**config.mk**
```make
export PLATFORM = sky130hd
export DESIGN_NAME = pong_engine
export DESIGN_NICKNAME = d
export VERILOG_FILES = /design/src/rtl/pong_pkg.sv /design/src/rtl/pong_paddle.sv /design/src/rtl/pong_engine.sv
export SDC_FILE = /design/constraint.sdc
export NUM_CORES = 1
export LEC_CHECK = 0
export BUFFER_PORTS_ARGS = -buffer_cell sky130_fd_sc_hd__buf_2
export CORE_ASPECT_RATIO = 1.5
export CORE_MARGIN = 1.5
export CORE_UTILIZATION = 42
export CTS_BUF_LIST = sky130_fd_sc_hd__clkbuf_8
export CTS_CLUSTER_DIAMETER = 200
export DETAILED_ROUTE_END_ITERATION = 8
export PLACE_DENSITY = 0.7
export RECOVER_POWER = 25
export SLEW_MARGIN = 20
export SYNTH_ARGS = -nofsm -noshare
export SYNTH_HDL_FRONTEND = slang
export SYNTH_SLANG_ARGS = --single-unit
```
**constraint.sdc**
```tcl
create_clock -name clock_25 -period 4.3 [get_ports clock_25]
set_input_delay 0.43 -clock clock_25 [delete_from_list [all_inputs] [get_ports clock_25]]
set_output_delay 0.43 -clock clock_25 [all_outputs]
set_load 0.005 [all_outputs]
```
**src/rtl/pong_pkg.sv**
```systemverilog
// Shared geometry, derived limits, enums and small helpers for the pong game-logic stage.
// The renderer imports the same constants so both sides agree on object sizes.
package pong_pkg;

    localparam int unsigned SCR_W     = 640;
    localparam int unsigned SCR_H     = 480;
    localparam int unsigned PAD_W     = 8;
    localparam int unsigned PAD_H     = 64;
    localparam int unsigned PAD_XL    = 16;
    localparam int unsigned PAD_XR    = 616;
    localparam int unsigned BALL_S    = 8;
    localparam int unsigned PAD_SPD   = 4;
    localparam int unsigned BALL_SPD  = 2;
    localparam int unsigned WIN_SCORE = 9;
    localparam int unsigned PAUSE_FR  = 60;

    // Derived limits: 416, 472, 632, 24, 608, 316, 236, 208
    localparam int unsigned PAD_Y_MAX  = SCR_H - PAD_H;
    localparam int unsigned BALL_Y_MAX = SCR_H - BALL_S;
    localparam int unsigned BALL_X_MAX = SCR_W - BALL_S;
    localparam int unsigned HIT_XL     = PAD_XL + PAD_W;
    localparam int unsigned HIT_XR     = PAD_XR - BALL_S;
    localparam int unsigned BALL_X0    = (SCR_W - BALL_S) / 2;
    localparam int unsigned BALL_Y0    = (SCR_H - BALL_S) / 2;
    localparam int unsigned PAD_Y0     = (SCR_H - PAD_H) / 2;

    localparam int unsigned POS_W   = 10;
    localparam int unsigned CALC_W  = 11;
    localparam int unsigned SCORE_W = 4;
    localparam int unsigned CNT_W   = 6;
    localparam int unsigned KEY_W   = 4;

    typedef enum logic [1:0] {
        GS_SERVE = 2'd0,
        GS_PLAY  = 2'd1,
        GS_POINT = 2'd2,
        GS_OVER  = 2'd3
    } game_state_t;

    typedef enum logic [1:0] {
        SEQ_IDLE = 2'd0,
        SEQ_PAD  = 2'd1,
        SEQ_BALL = 2'd2,
        SEQ_COLL = 2'd3
    } seq_step_t;

    // Score increment that sticks at the winning score.
    function automatic logic [SCORE_W-1:0] score_inc(input logic [SCORE_W-1:0] s);
        if (s >= SCORE_W'(WIN_SCORE)) begin
            return SCORE_W'(WIN_SCORE);
        end
        return s + SCORE_W'(1);
    endfunction

    // Widen an unsigned screen coordinate into the signed working width.
    function automatic logic signed [CALC_W-1:0] to_calc(input logic [POS_W-1:0] v);
        return $signed(CALC_W'(v));
    endfunction

endpackage

```
**src/rtl/pong_paddle.sv**
```systemverilog
// One paddle: moves by PAD_SPD on an enable strobe from its up/down key pair,
// clamped to the playfield; both or neither key held leaves it in place.
module pong_paddle
    import pong_pkg::*;
(
    input  logic             i_clk,
    input  logic             i_rst_n,
    input  logic             i_en,
    input  logic             i_up,
    input  logic             i_dn,
    output logic [POS_W-1:0] o_y
);

    localparam logic signed [CALC_W-1:0] C_SPD   = CALC_W'(PAD_SPD);
    localparam logic signed [CALC_W-1:0] C_Y_MAX = CALC_W'(PAD_Y_MAX);

    logic [POS_W-1:0]         r_y;
    logic signed [CALC_W-1:0] w_y;
    logic signed [CALC_W-1:0] w_up;
    logic signed [CALC_W-1:0] w_dn;

    assign w_y  = to_calc(r_y);
    assign w_up = w_y - C_SPD;
    assign w_dn = w_y + C_SPD;

    // Signed working width lets the top clamp test the sign bit instead of wrapping.
    always_ff @(posedge i_clk) begin
        if (!i_rst_n) begin
            r_y <= POS_W'(PAD_Y0);
        end else if (i_en) begin
            if (i_up && !i_dn) begin
                r_y <= w_up[CALC_W-1] ? '0 : w_up[POS_W-1:0];
            end else if (i_dn && !i_up) begin
                r_y <= (w_dn > C_Y_MAX) ? POS_W'(PAD_Y_MAX) : w_dn[POS_W-1:0];
            end
        end
    end

    assign o_y = r_y;

endmodule

```
**src/rtl/pong_engine.sv**
```systemverilog
// Pong game logic: on each accepted frame tick runs PAD -> BALL -> COLL and commits
// paddles, ball, scores and game state; outputs hold steady between updates.
module pong_engine
    import pong_pkg::*;
(
    input  logic                clock_25,
    input  logic                reset_n,
    input  logic                frame_tick,
    input  logic [KEY_W-1:0]    key,
    output logic [POS_W-1:0]    ball_x,
    output logic [POS_W-1:0]    ball_y,
    output logic [POS_W-1:0]    pad_l_y,
    output logic [POS_W-1:0]    pad_r_y,
    output logic [SCORE_W-1:0]  score_l,
    output logic [SCORE_W-1:0]  score_r,
    output logic [1:0]          game_state,
    output logic                upd_done
);

    localparam logic signed [CALC_W-1:0] C_ZERO      = '0;
    localparam logic signed [CALC_W-1:0] C_BSPD      = CALC_W'(BALL_SPD);
    localparam logic signed [CALC_W-1:0] C_BSIZE     = CALC_W'(BALL_S);
    localparam logic signed [CALC_W-1:0] C_PAD_H     = CALC_W'(PAD_H);
    localparam logic signed [CALC_W-1:0] C_PAD_XL    = CALC_W'(PAD_XL);
    localparam logic signed [CALC_W-1:0] C_PAD_XR    = CALC_W'(PAD_XR);
    localparam logic signed [CALC_W-1:0] C_PAD_XR_E  = CALC_W'(PAD_XR + PAD_W);
    localparam logic signed [CALC_W-1:0] C_HIT_XL    = CALC_W'(HIT_XL);
    localparam logic signed [CALC_W-1:0] C_HIT_XR    = CALC_W'(HIT_XR);
    localparam logic signed [CALC_W-1:0] C_BX_MAX    = CALC_W'(BALL_X_MAX);
    localparam logic signed [CALC_W-1:0] C_BY_MAX    = CALC_W'(BALL_Y_MAX);
    localparam logic signed [CALC_W-1:0] C_BX0       = CALC_W'(BALL_X0);
    localparam logic signed [CALC_W-1:0] C_BY0       = CALC_W'(BALL_Y0);

    seq_step_t                r_step;
    game_state_t              r_state;
    logic signed [CALC_W-1:0] r_ball_x;
    logic signed [CALC_W-1:0] r_ball_y;
    logic                     r_dx;
    logic                     r_dy;
    logic [SCORE_W-1:0]       r_score_l;
    logic [SCORE_W-1:0]       r_score_r;
    logic [CNT_W-1:0]         r_pause;
    logic [KEY_W-1:0]         r_key;
    logic [KEY_W-1:0]         r_key_prev;
    logic                     r_upd_done;

    logic [POS_W-1:0]         w_pad_l_y;
    logic [POS_W-1:0]         w_pad_r_y;
    logic                     w_pad_en;
    logic signed [CALC_W-1:0] w_pl;
    logic signed [CALC_W-1:0] w_pr;
    logic signed [CALC_W-1:0] w_ball_r;
    logic signed [CALC_W-1:0] w_ball_b;
    logic signed [CALC_W-1:0] w_bx_mv;
    logic signed [CALC_W-1:0] w_by_mv;
    logic                     w_ov_l;
    logic                     w_ov_r;
    logic                     w_hit_l;
    logic                     w_hit_r;
    logic                     w_miss_l;
    logic                     w_miss_r;
    logic                     w_key_any;
    logic                     w_key_rise;
    logic [SCORE_W-1:0]       w_score_l_inc;
    logic [SCORE_W-1:0]       w_score_r_inc;

    // Paddles move during the PAD step in every state except OVER.
    assign w_pad_en = (r_step == SEQ_PAD) && (r_state != GS_OVER);

    pong_paddle u_pad_l (
        .i_clk   (clock_25),
        .i_rst_n (reset_n),
        .i_en    (w_pad_en),
        .i_up    (r_key[0]),
        .i_dn    (r_key[1]),
        .o_y     (w_pad_l_y)
    );

    pong_paddle u_pad_r (
        .i_clk   (clock_25),
        .i_rst_n (reset_n),
        .i_en    (w_pad_en),
        .i_up    (r_key[2]),
        .i_dn    (r_key[3]),
        .o_y     (w_pad_r_y)
    );

    assign w_pl     = to_calc(w_pad_l_y);
    assign w_pr     = to_calc(w_pad_r_y);
    assign w_ball_r = r_ball_x + C_BSIZE;
    assign w_ball_b = r_ball_y + C_BSIZE;
    assign w_bx_mv  = r_dx ? (r_ball_x + C_BSPD) : (r_ball_x - C_BSPD);
    assign w_by_mv  = r_dy ? (r_ball_y + C_BSPD) : (r_ball_y - C_BSPD);

    assign w_ov_l   = (w_ball_b > w_pl) && (r_ball_y < (w_pl + C_PAD_H));
    assign w_ov_r   = (w_ball_b > w_pr) && (r_ball_y < (w_pr + C_PAD_H));
    assign w_hit_l  = !r_dx && (r_ball_x <= C_HIT_XL) && (w_ball_r > C_PAD_XL) && w_ov_l;
    assign w_hit_r  = r_dx && (w_ball_r >= C_PAD_XR) && (r_ball_x < C_PAD_XR_E) && w_ov_r;
    assign w_miss_l = (r_ball_x <= C_ZERO);
    assign w_miss_r = (r_ball_x >= C_BX_MAX);

    assign w_key_any     = |r_key;
    assign w_key_rise    = |(r_key & ~r_key_prev);
    assign w_score_l_inc = score_inc(r_score_l);
    assign w_score_r_inc = score_inc(r_score_r);

    // Update sequencer and game state; frame ticks outside IDLE are dropped.
    always_ff @(posedge clock_25) begin
        if (!reset_n) begin
            r_step     <= SEQ_IDLE;
            r_state    <= GS_SERVE;
            r_ball_x   <= C_BX0;
            r_ball_y   <= C_BY0;
            r_dx       <= 1'b1;
            r_dy       <= 1'b1;
            r_score_l  <= '0;
            r_score_r  <= '0;
            r_pause    <= '0;
            r_key      <= '0;
            r_key_prev <= '0;
            r_upd_done <= 1'b0;
        end else begin
            r_upd_done <= 1'b0;
            case (r_step)
                SEQ_IDLE: begin
                    if (frame_tick) begin
                        r_step     <= SEQ_PAD;
                        r_key      <= key;
                        r_key_prev <= r_key;
                    end
                end
                SEQ_PAD: begin
                    r_step <= SEQ_BALL;
                end
                SEQ_BALL: begin
                    r_step <= SEQ_COLL;
                    if (r_state == GS_PLAY) begin
                        r_ball_x <= w_bx_mv;
                        if (w_by_mv <= C_ZERO) begin
                            r_ball_y <= C_ZERO;
                            r_dy     <= 1'b1;
                        end else if (w_by_mv >= C_BY_MAX) begin
                            r_ball_y <= C_BY_MAX;
                            r_dy     <= 1'b0;
                        end else begin
                            r_ball_y <= w_by_mv;
                        end
                    end
                end
                SEQ_COLL: begin
                    r_step     <= SEQ_IDLE;
                    r_upd_done <= 1'b1;
                    case (r_state)
                        GS_SERVE: begin
                            if (w_key_any) begin
                                r_state <= GS_PLAY;
                            end
                        end
                        GS_PLAY: begin
                            if (w_hit_l) begin
                                r_ball_x <= C_HIT_XL;
                                r_dx     <= 1'b1;
                            end else if (w_hit_r) begin
                                r_ball_x <= C_HIT_XR;
                                r_dx     <= 1'b0;
                            end else if (w_miss_l) begin
                                r_score_r <= w_score_r_inc;
                                r_dx      <= 1'b0;
                                r_ball_x  <= C_BX0;
                                r_ball_y  <= C_BY0;
                                r_pause   <= CNT_W'(PAUSE_FR);
                                r_state   <= (w_score_r_inc == SCORE_W'(WIN_SCORE)) ? GS_OVER : GS_POINT;
                            end else if (w_miss_r) begin
                                r_score_l <= w_score_l_inc;
                                r_dx      <= 1'b1;
                                r_ball_x  <= C_BX0;
                                r_ball_y  <= C_BY0;
                                r_pause   <= CNT_W'(PAUSE_FR);
                                r_state   <= (w_score_l_inc == SCORE_W'(WIN_SCORE)) ? GS_OVER : GS_POINT;
                            end
                        end
                        GS_POINT: begin
                            if (r_pause <= CNT_W'(1)) begin
                                r_pause <= '0;
                                r_state <= GS_PLAY;
                            end else begin
                                r_pause <= r_pause - CNT_W'(1);
                            end
                        end
                        GS_OVER: begin
                            if (w_key_rise) begin
                                r_state   <= GS_SERVE;
                                r_score_l <= '0;
                                r_score_r <= '0;
                                r_ball_x  <= C_BX0;
                                r_ball_y  <= C_BY0;
                                r_dx      <= 1'b1;
                                r_dy      <= 1'b1;
                            end
                        end
                        default: r_state <= GS_SERVE;
                    endcase
                end
                default: r_step <= SEQ_IDLE;
            endcase
        end
    end

    assign ball_x     = r_ball_x[POS_W-1:0];
    assign ball_y     = r_ball_y[POS_W-1:0];
    assign pad_l_y    = w_pad_l_y;
    assign pad_r_y    = w_pad_r_y;
    assign score_l    = r_score_l;
    assign score_r    = r_score_r;
    assign game_state = r_state;
    assign upd_done   = r_upd_done;

endmodule

```
; ---- Word level (Yosys, flattened, before mapping)
; Index checks and enable logic that the tools add are counted.
; W data, S select, Z words.
[word_totals]
ff_bits = 71
latch_bits = 0
ramBits = 0
mem_bits_ro = 0
input_bits = 7
out_inout_bits = 51
n_memories = 0
[op_classes]
add_sub_neg = 15
mul = 0
div = 0
order_cmp = 17
n_eq_ne = 30
n_shift = 0
n_mux = 74
bitwise = 2
n_reduce_logical = 38
[op_table]
columns = cell, n
row1 = $mux W11, 16
row2 = $pmux W11 S2, 4
row3 = $mux W10, 8
row4 = $mux W4, 12
row5 = $mux W6, 5
row6 = $ne A2 B2 Y1 const B, 13
row7 = $add A10 B3 Y11 const B, 2
row8 = $add A10 B7 Y11 const B, 2
row9 = $add A11 B3 Y11 const B, 2
row10 = $add A11 B5 Y11 const B, 2
row11 = $ge A11 B11 Y1 const B, 2
row12 = $gt A11 B10 Y1 const B, 2
row13 = $gt A11 B11 Y1, 2
row14 = $le A11 B1 Y1 const B, 2
row15 = $lt A11 B11 Y1, 2
row16 = $sub A10 B3 Y11 const B, 2
row17 = $sub A11 B3 Y11 const B, 2
row18 = $reduce_and A7 Y1, 3
row19 = $ne A3 B3 Y1 const B, 6
row20 = $mux W2, 8
row21 = $pmux W2 S4, 2
row22 = $pmux W4 S2, 2
row23 = $reduce_and A5 Y1, 3
row24 = $mux W1, 14
row25 = 26 further kinds, 58

; ---- Depth between registers and ports, before layout
; Gate-level depths: netlist of the first run.
[logic_depth]
word_depth = 10
depth_mapped = 14
mapped_depth_nobuf = 13

; ---- By module
; A second synthesis of the first run with hierarchy kept.
[hier_totals]
cells_unflattened = 861
area_unflattened_um2 = 6765.2
[modules_own_cells]
columns = module, instances, cells_per_inst, area_per_inst_um2, seq_area_each_um2
row1 = pong_engine, 1, 631, 4996.0, 980.9
row2 = pong_paddle, 2, 115, 884.6, 160.2

; ---- Least setup slack after synthesis of the first run
; Ideal clock, no wire load.
[synth_path]
kind = reg2reg
start = register r_ball_y[5]
end = register r_score_r[2] (netlist: score_r[2])
setup_ns = 0.116
arrival_time_ns = 3.139
slack_ns = 1.045
stages_incl_launch_ff = 15
synth_period_minus_slack_ns = 3.255
cell_sequence = dfxtp_1 -> inv_1 -> nor3_1 -> nand3_1 -> xnor2_1 -> ha_1 -> a2111o_1 -> nor2_1 -> or4_4 -> nor4_4 -> nand4_4 -> a21boi_4 -> buf_8 -> a41o_1 -> o211a_1
[synth_between]
elab_chain_cells = 6
elab_cells_between_ends = 12
[synth_lines]
columns = item, line_no
row1 = from (decl), pong_engine.sv:37  ; logic signed [CALC_W-1:0] r_ball_y;
row2 = from (signal assigned), pong_engine.sv:146  ; r_ball_y <= w_by_mv;
row3 = $add A11 B5 Y11, pong_engine.sv:91  ; assign w_ball_b = r_ball_y + C_BSIZE;
row4 = $gt A11 B11 Y1 (on tied branches), "pong_engine.sv:96, pong_engine.sv:95"
row5 = $logic_and A1 B1 Y1 (on tied branches), "pong_engine.sv:96, pong_engine.sv:95"
row6 = $logic_and A1 B1 Y1 (on tied branches), "pong_engine.sv:98, pong_engine.sv:97"
row7 = $ne A2 B2 Y1 (no line), -
row8 = $reduce_and A6 Y1 (no line) (*), -
row9 = to (signal assigned), pong_engine.sv:167  ; r_score_r <= w_score_r_inc;
row10 = to (decl), pong_engine.sv:41  ; logic [SCORE_W-1:0] r_score_r;
; Every way passes the cells marked *; elsewhere a longest branch is shown, timed or not.
; A chain may end at the register's enable or synchronous reset.

; ---- Worst setup path in the final report of the first run
[layout_path]
start = register r_ball_y[5]
end = register r_ball_y[8]
[layout_between]
elab_chain_cells = 7
elab_cells_between_ends = 21
[layout_lines]
columns = item, line_no
row1 = $sub A11 B3 Y11 or $add A11 B3 Y11 (tied branches), pong_engine.sv:93  ; assign w_by_mv = r_dy ? (r_ball_y + C_BSPD) : (r_ball_y - C_BSPD);
row2 = $mux W11, pong_engine.sv:93
row3 = $ge A11 B10 Y1, pong_engine.sv:142  ; end else if (w_by_mv >= C_BY_MAX) begin
row4 = $mux W11, pong_engine.sv:142
row5 = $mux W11, pong_engine.sv:139  ; if (w_by_mv <= C_ZERO) begin
row6 = $mux W11, pong_engine.sv:137  ; if (r_state == GS_PLAY) begin
row7 = $pmux W11 S2, pong_engine.sv:124  ; case (r_step)
; Parallel ways exist; a longest one is shown, timed or not. The select of a mux whose other input is x is not followed.

==> results of run 1 <==
-- kinds of logic after synthesis --
logic type               count (synthesis)  share of synthesized area, %
XOR/XNOR                                25                          3.34
multiplexers                            13                          2.00
AND/OR/NAND/NOR                        285                          22.4
buffers and inverters                  116                          8.72
flip-flops                              65                          19.9
AO/OA/AOI/OAI                          252                          27.5
other                                    1                        0.0572
adder cells (fa/ha/maj)                 83                          16.1
-- cell usage in the layout, fill, tap and decap left out, types with 11 or more instances in the layout --
cell and instances:
a211oi_1 16, a21o_1 11, a21oi_1 57, and3_1 12, buf_2 40, clkbuf_1 11
dfxtp_1 65, ha_1 81, inv_1 62, mux2i_1 12, nand2_1 65, nand3_1 35
nand4_1 12, nor2_1 67, nor3_1 33, o21ai_0 45, xnor2_1 15
-- final timing paths --
path | from | end | slack, ns | cells after the start
worst max-delay path | r_ball_y[5] | r_ball_y[8] | 0.70 | 13
worst min-delay path | key[3] | r_key[3] | 0.33 | 3
worst max register to register | r_ball_y[5] | r_ball_y[8] | 0.70 | 13
worst min register to register | r_key_prev[1] | r_key_prev[1] | 0.46 | 2
-- power breakdown --
| part | total, mW | internal (mW) | switching [mW] |
|---|---|---|---|
| clock network | 0.597 | 0.339 | 0.258 |
| registers | 0.704 | 0.639 | 0.0645 |
| logic | 0.582 | 0.215 | 0.367 |
-- flip-flops by register name (all words and copies together) (netlist names), 2 cells and up --
name and cells:
r_ball_x 10, score_l 4, r_pause 6, r_step 2
u_pad_r.o_y 8, score_r 4, r_key 4, r_ball_y 10
u_pad_l.o_y 8, game_state 2, r_key_prev 4
-- area by class of cell --
class | count | area, um^2 | share of cell area (%)
inverter | 62 | 233 | 3.34
tap | 199 | 249 | 3.57
timing repair buffer | 54 | 264 | 3.79
clock inverter | 6 | 83.8 | 1.20
multi-input combinational | 664 | 4700 | 67.4
sequential | 65 | 1300 | 18.7
clock buffer | 10 | 138 | 1.98
-- metrics by stage --
stage               utilization, %  setup WS [ns]  hold slack [ns]  instance area (um^2)  instances
global route                  46.0          0.423            0.329                  6970       1060
detailed placement            44.7          0.742            0.449                  6760       1044
global placement              44.7          0.794            0.444                  6760       1044
floorplan                        -           1.05            0.436                  6570        845
finish                        46.0          0.705            0.326                  6970       1060
CTS                           46.1          0.725            0.317                  6980       1060
-- worst register-to-register path, stage by stage, from the launching register on --
cell and delay [ns]:
dfxtp_1 0.53, inv_1 0.10, nor3_1 0.25, nand3_1 0.12, xnor2_1 0.18, ha_1 0.34, a2111o_1 0.16, nor2_1 0.05
or4_4 0.52, nor4_4 0.32, nand4_4 0.20, a21boi_4 0.26, o21ai_4 0.32, a22o_1 0.20
-- routing by layer --
layer  global-route usage (%)  part of all wire (%)  routed length (um)  vias up
met1                     22.6                    40                7030     3019
met3                     3.30                   4.3                 770       58
met4                     13.7                   4.8                 850        0
met2                     40.0                    51                9060      219
li1                         -                     -                   -     3109
met5                        0                     0                   0        -
==> summary.md, run 1 <==
| Metric | Value |
|---|---|
| Outcome | `completed` |
| Total number of yosys warnings | `0` |
| DR pass1 iterations | `6` |
| # diodes | `0` |
| Final #Nets | `946` |
| Max Cap Viol | `0` |
| Die area | `16400 um^2` |
| Final wirelength | `17700 um` |
| GPL Wtd Cong | `0.902` |
| LEAKAGE | `3.03 nW` |
| Routed WL per cell | `16.7 um` |
| Average size of a mapped cell | `7.80 um^2` |
| Pwr/cell area | `270 nW/um^2` |
| Initial antenna violation count | `0` |
| Top cell family by delay on the critical path | `simple AND/OR/NAND/NOR gates` |
| Yosys top cell area share | `19.9%` |
| Post-synth EDFFs | `0` |
| Effective utilization at floorplan | `43.3%` |
| TritonCTS clock tree | `yes` |
| CTS Buf Count | `9` |
| Register bit count reported by yosys | `65` |
| Most area-consuming cells after synthesis | `dfxtp_1 20%, ha_1 15%, a21oi_1 4.4%` |
| Total GRT Usage | `21.6%` |
| CP Launch Type | `register` |
| Post-synthesis sequential area ratio | `19.9%` |
| # rows | `55` |
| Top-count cell post-synth | `ha_1` |
| CTS H-tree depth | `3` |
| Dominant synthesized flop cell | `dfxtp_1` |
| CTS hold repair buffers | `0` |
| Fin. max-slew vios | `0` |
| Synthesized cell area | `6550 um^2` |
| Largest net degree at the start of global routing | `41` |
| Layout area overhead | `6.32%` |
| Critical path's slowest cell | `dfxtp_1` |
| Crit path max fanout | `11` |
| Fillcell total | `1587` |
| First-pass GRT wire length | `28800 um` |
| DRT iter0 DRCs | `418` |
| ANT nets after route | `0` |
| Final Skew | `0.0122 ns` |
| WS Path Type | `reg -> reg` |
| Clock root cell | `clkbuf_8` |
| Via count | `6405` |
| Layout cell share with drive strength beyond 1 | `9.99%` |
| CP max stage delay | `0.53 ns` |
| DR vias/cell | `6.04` |
| Die Span Y | `156 um` |
| Post-CTS Setup Repair Bufs | `0` |
| Maximum vdd ir drop | `0.000163 V` |
| Synthesized instance count | `840` |
| RSZ-0062 raised after global routing | `false` |
| Top cells by count, synth | `81 x ha_1, 67 x nor2_1, 65 x dfxtp_1, 65 x nand2_1, 60 x inv_1` |
| Clk slew on worst S/H paths | `0.07 ns` |
| Total congestion overflow | `0` |
| Post-DP HPWL | `13400 um` |
| Fmax | `0.278 GHz` |
| Tcrit/Tclk final | `83.6%` |
| CTS resizes | `0` |
| Die W | `105 um` |
| Synth cell types | `94` |
| Latest clock arrival within the worst-skew pair | `0.36 ns` |
| CTS Sinks | `65` |
| Fin crit period | `3.60 ns` |
| Worst-path cell chain | `inv_1 > nor3_1 > nand3_1 > xnor2_1 > ha_1 > a2111o_1 > nor2_1 > or4_4 > nor4_4 > nand4_4 > a21boi_4 > o21ai_4 > a22o_1` |
| Endpoints failing setup | `0` |
| Top Ports | `58` |
| Buffers added on ports | `51` |
| Total power | `1.88 mW` |
| Setup TNS | `0 ns` |
| Ys async rst share | `0%` |
| Largest area contributor in the netlist | `dfxtp_1` |
| Crit path buf inv count | `1` |
| Number of remaining DRC errors | `0` |
| Relative slew margins | `46.9%` |
| Fin. Hold Viols | `0` |
| Core footprint | `15100 um^2` |
| Crit path DAT | `3.90 ns` |
| Worst hold path class | `in -> reg` |
| Critical Path End Type | `register` |
| Vias in the first global route | `6144` |
| WP data required | `4.60 ns` |
| Clock Path Buffers | `2` |
| Measured slew at the worst slew-check pin | `0.776 ns` |
(Power assumes the default switching activity.)
==> inputs of run 2 (changes only) <==
- ABC_AREA: unset -> 1
- clock period: 4.3 -> 3.4 ns (I/O delays scaled with it)
==> run 2 against run 1 <==
Fmax rose by 25%. Cell area fell by 0.11%. Setup slack got worse by 0.19 ns. Sequential power rose by 68%. Total power rose to 2.6 times the previous value. Critical endpoint is now r_ball_x[9]. Utilization rose by 0.16 points. Register-to-register slack got worse by 0.19 ns. Highest routed layer unchanged. Count of clock-buffer cells in the layout fell by 1.
==> summary.md, run 2 <==
| Metric | Value |
|---|---|
| LEAKAGE | `3.50 nW (+16%)` |
| CTS Buf Count | `9 (unchanged)` |
| Sequential share of power | `24.4% (-13 points)` |
| DP Cell Count | `1199 (+15%)` |
| CTS Sinks | `65 (unchanged)` |
| Routed WL per cell | `13.4 um (-20%)` |
| Fin crit period | `2.88 ns (-0.711 ns)` |
| Latest clock arrival within the worst-skew pair | `0.37 ns (about the same)` |
| Relative slew margins | `41.3% (-5.6 points)` |
| Switch share | `49.1% (+12 points)` |
| Critical Path End Type | `register` |
| Leading registers by flop count | `r_ball_x: 10 flops, r_ball_y: 10 flops` |
| Clock share of power | `17.2% (-15 points)` |
| # rows | `55 (unchanged)` |
| R2R Setup Slk | `0.52 ns (-0.19 ns)` |
| CTS resizes | `0 (unchanged)` |
| Endpoints failing setup | `0 (unchanged)` |
| Dominant synthesized flop cell | `dfxtp_1` |
| ANT nets after route | `0 (unchanged)` |
| Clock Path Buffers | `2 (unchanged)` |
| Maximum vdd ir drop | `0.000234 V (+44%)` |
| Via count | `6233 (-2.7%)` |
| DR vias/cell | `5.13 (-15%)` |
| WP data required | `3.67 ns (-0.93 ns)` |
| Top-count cell post-synth | `nand2_1` |
| Die Span Y | `155 um (-0.60%)` |
| Post-synthesis sequential area ratio | `20.1% (+0.25 points)` |
| Initial antenna violation count | `0 (unchanged)` |
| Outcome | `completed` |
| Post-DP HPWL | `12700 um (-5.2%)` |
| Setup TNS | `0 ns (unchanged)` |
| Synth cell types | `52 (-45%)` |
| Total GRT Usage | `20.3% (-1.3 points)` |
| Synthesized cell area | `6470 um^2 (-1.2%)` |
| Number of remaining DRC errors | `0 (unchanged)` |
| Total power | `4.85 mW (+160%)` |
| DRT iter0 DRCs | `212 (-49%)` |
| Die area | `16200 um^2 (-1.2%)` |
| Layout area overhead | `7.52%` |
| Measured slew at the worst slew-check pin | `0.879 ns (+0.103 ns)` |
| Clock root cell | `clkbuf_8` |
| Worst hold path class | `in -> reg` |
| Pwr/cell area | `696 nW/um^2 (+160%)` |
| Fin. max-slew vios | `0 (unchanged)` |
| Fillcell total | `1578 (-0.57%)` |
| Reg2reg path depth | `18 (+5)` |
| GPL Wtd Cong | `0.874 (-3.0%)` |
| Largest area contributor in the netlist | `dfxtp_1` |
| Clk slew on worst S/H paths | `0.08 ns (about the same)` |
| Comb pwr share | `58.5% (+28 points)` |
| Register bit count reported by yosys | `65 (unchanged)` |
| Final Skew | `0.00954 ns (-0.00268 ns)` |
| Yosys top cell area share | `20.1% (+0.25 points)` |
| RSZ-0062 raised after global routing | `false` |
| Final wirelength | `16300 um (-7.9%)` |
| Top Ports | `58 (unchanged)` |
| Core footprint | `15100 um^2 (-0.45%)` |
| DR pass1 iterations | `5 (-1)` |
| Synthesized instance count | `989 (+18%)` |
| Post-synth EDFFs | `0 (unchanged)` |
| Total congestion overflow | `0 (unchanged)` |
| Final #Nets | `1101 (+16%)` |
| Tcrit/Tclk final | `84.8% (+1.2 points)` |
| TritonCTS clock tree | `yes` |
| Fin. Hold Viols | `0 (unchanged)` |
| Effective utilization at floorplan | `43.0% (-0.33 points)` |
| # diodes | `0 (unchanged)` |
| CTS hold repair buffers | `0 (unchanged)` |
| Post-CTS Setup Repair Bufs | `0 (unchanged)` |
| Crit path max fanout | `11 (unchanged)` |
| Most frequent cells in the layout | `221 x nand2_1, 114 x inv_1, 102 x nor2_1` |
| Largest net degree at the start of global routing | `44 (+7.3%)` |
| Most area-consuming cells after synthesis | `dfxtp_1 20%, ha_1 16%, nand2_1 13%` |
| Average size of a mapped cell | `6.55 um^2 (-16%)` |
| Switching Power | `2.38 mW (+240%)` |
| CP Launch Type | `register` |
| Max Cap Viol | `0 (unchanged)` |
| Layout cell share with drive strength beyond 1 | `10.5% (+0.54 points)` |
| Ys async rst share | `0% (unchanged)` |
| Crit path DAT | `3.16 ns (-0.74 ns)` |
| First-pass GRT wire length | `26900 um (-6.4%)` |
| Buffers added on ports | `51 (unchanged)` |
| Vias in the first global route | `5847 (-4.8%)` |
| CTS H-tree depth | `3 (unchanged)` |
| Most common cell after layout, fill and taps aside | `nand2_1` |
| Internal | `2.47 mW (+110%)` |
| Non-filler cells, final | `1215 (+15%)` |
| Fmax | `0.347 GHz (+25%)` |
| WS Path Type | `reg -> reg` |
| Top cells by count, synth | `221 x nand2_1, 113 x inv_1, 102 x nor2_1` |
| Total number of yosys warnings | `0 (unchanged)` |
| Die W | `104 um (-0.60%)` |
| Cells on Worst Hold Path | `3 (unchanged)` |
[run 2: worst paths after layout]
path | startpoint | to
max | r_ball_y[6] | r_ball_x[9]
max reg2reg | r_ball_y[6] | r_ball_x[9]
min reg2reg | r_key_prev[2] | r_key_prev[2]
min | key[0] | r_key[0]
[run 2: routing by layer]
layer  global-route usage (%)  up-vias  routed length [um]
li1                         -     3254                   -
met1                     22.7     2861                6970
met2                     38.3       94                8520
met3                     2.43       24                 365
met4                     8.47        0                 448
met5                        0        -                   0
[run 2: logic make-up (layout without fill, tap and decap cells)]
family / Yosys count / after routing / share of synthesized area [%]
buffers and inverters: 175 / 197 / 12.2
AO/OA/AOI/OAI: 167 / 167 / 14.4
flip-flops: 65 / 65 / 20.1
XOR/XNOR: 40 / 40 / 5.41
adder cells (fa/ha/maj): 83 / 83 / 16.3
AND/OR/NAND/NOR: 458 / 458 / 31.6
other: 1 / 6 / 0.0579
[run 2: final cells by class]
type,instances,area [um^2],area share [%]
repair buffers,57,295,4.24
well taps,199,249,3.58
clock buffers,9,124,1.78
inverters,124,470,6.76
flip-flops and latches,65,1300,18.7
multi-input cells,754,4400,63.2
clock inverters,7,119,1.71
[run 2: stage by stage]
step	instance area, um^2	setup slack, ns	hold slack (ns)	utilization (%)
after global placement	6720	0.567	0.445	44.6
after global routing	6960	0.229	0.276	46.2
after floorplan	6490	0.791	0.430	-
final	6960	0.516	0.250	46.2
after detailed placement	6720	0.524	0.450	44.6
after CTS	6970	0.509	0.247	46.2
[run 2: worst max-delay path, cell delays in order (launching register included)]
cell      delay (ns)
dfxtp_1         0.53
nand2_1         0.16
nor2_4          0.17
xor2_1          0.24
ha_1            0.29
nand2_1         0.10
nor2_1          0.06
nand3b_1        0.08
nand2_1         0.07
a21oi_2         0.10
nand2_1         0.09
nor2_4          0.14
nand3_4         0.12
nand4_2         0.12
nand2_2         0.17
inv_2           0.18
nand2_1         0.07
nand2_1         0.06
nor2_1          0.04
[run 2: power groups by stage]
stage	sequential, mW	clock (mW)	combinational [mW]
after floorplan	1.10	0	2.30
after global routing	1.22	0.878	3.25
after global placement	1.20	0	2.80
after CTS	1.18	0.849	2.84
after detailed placement	1.20	0	2.82
final	1.18	0.832	2.83
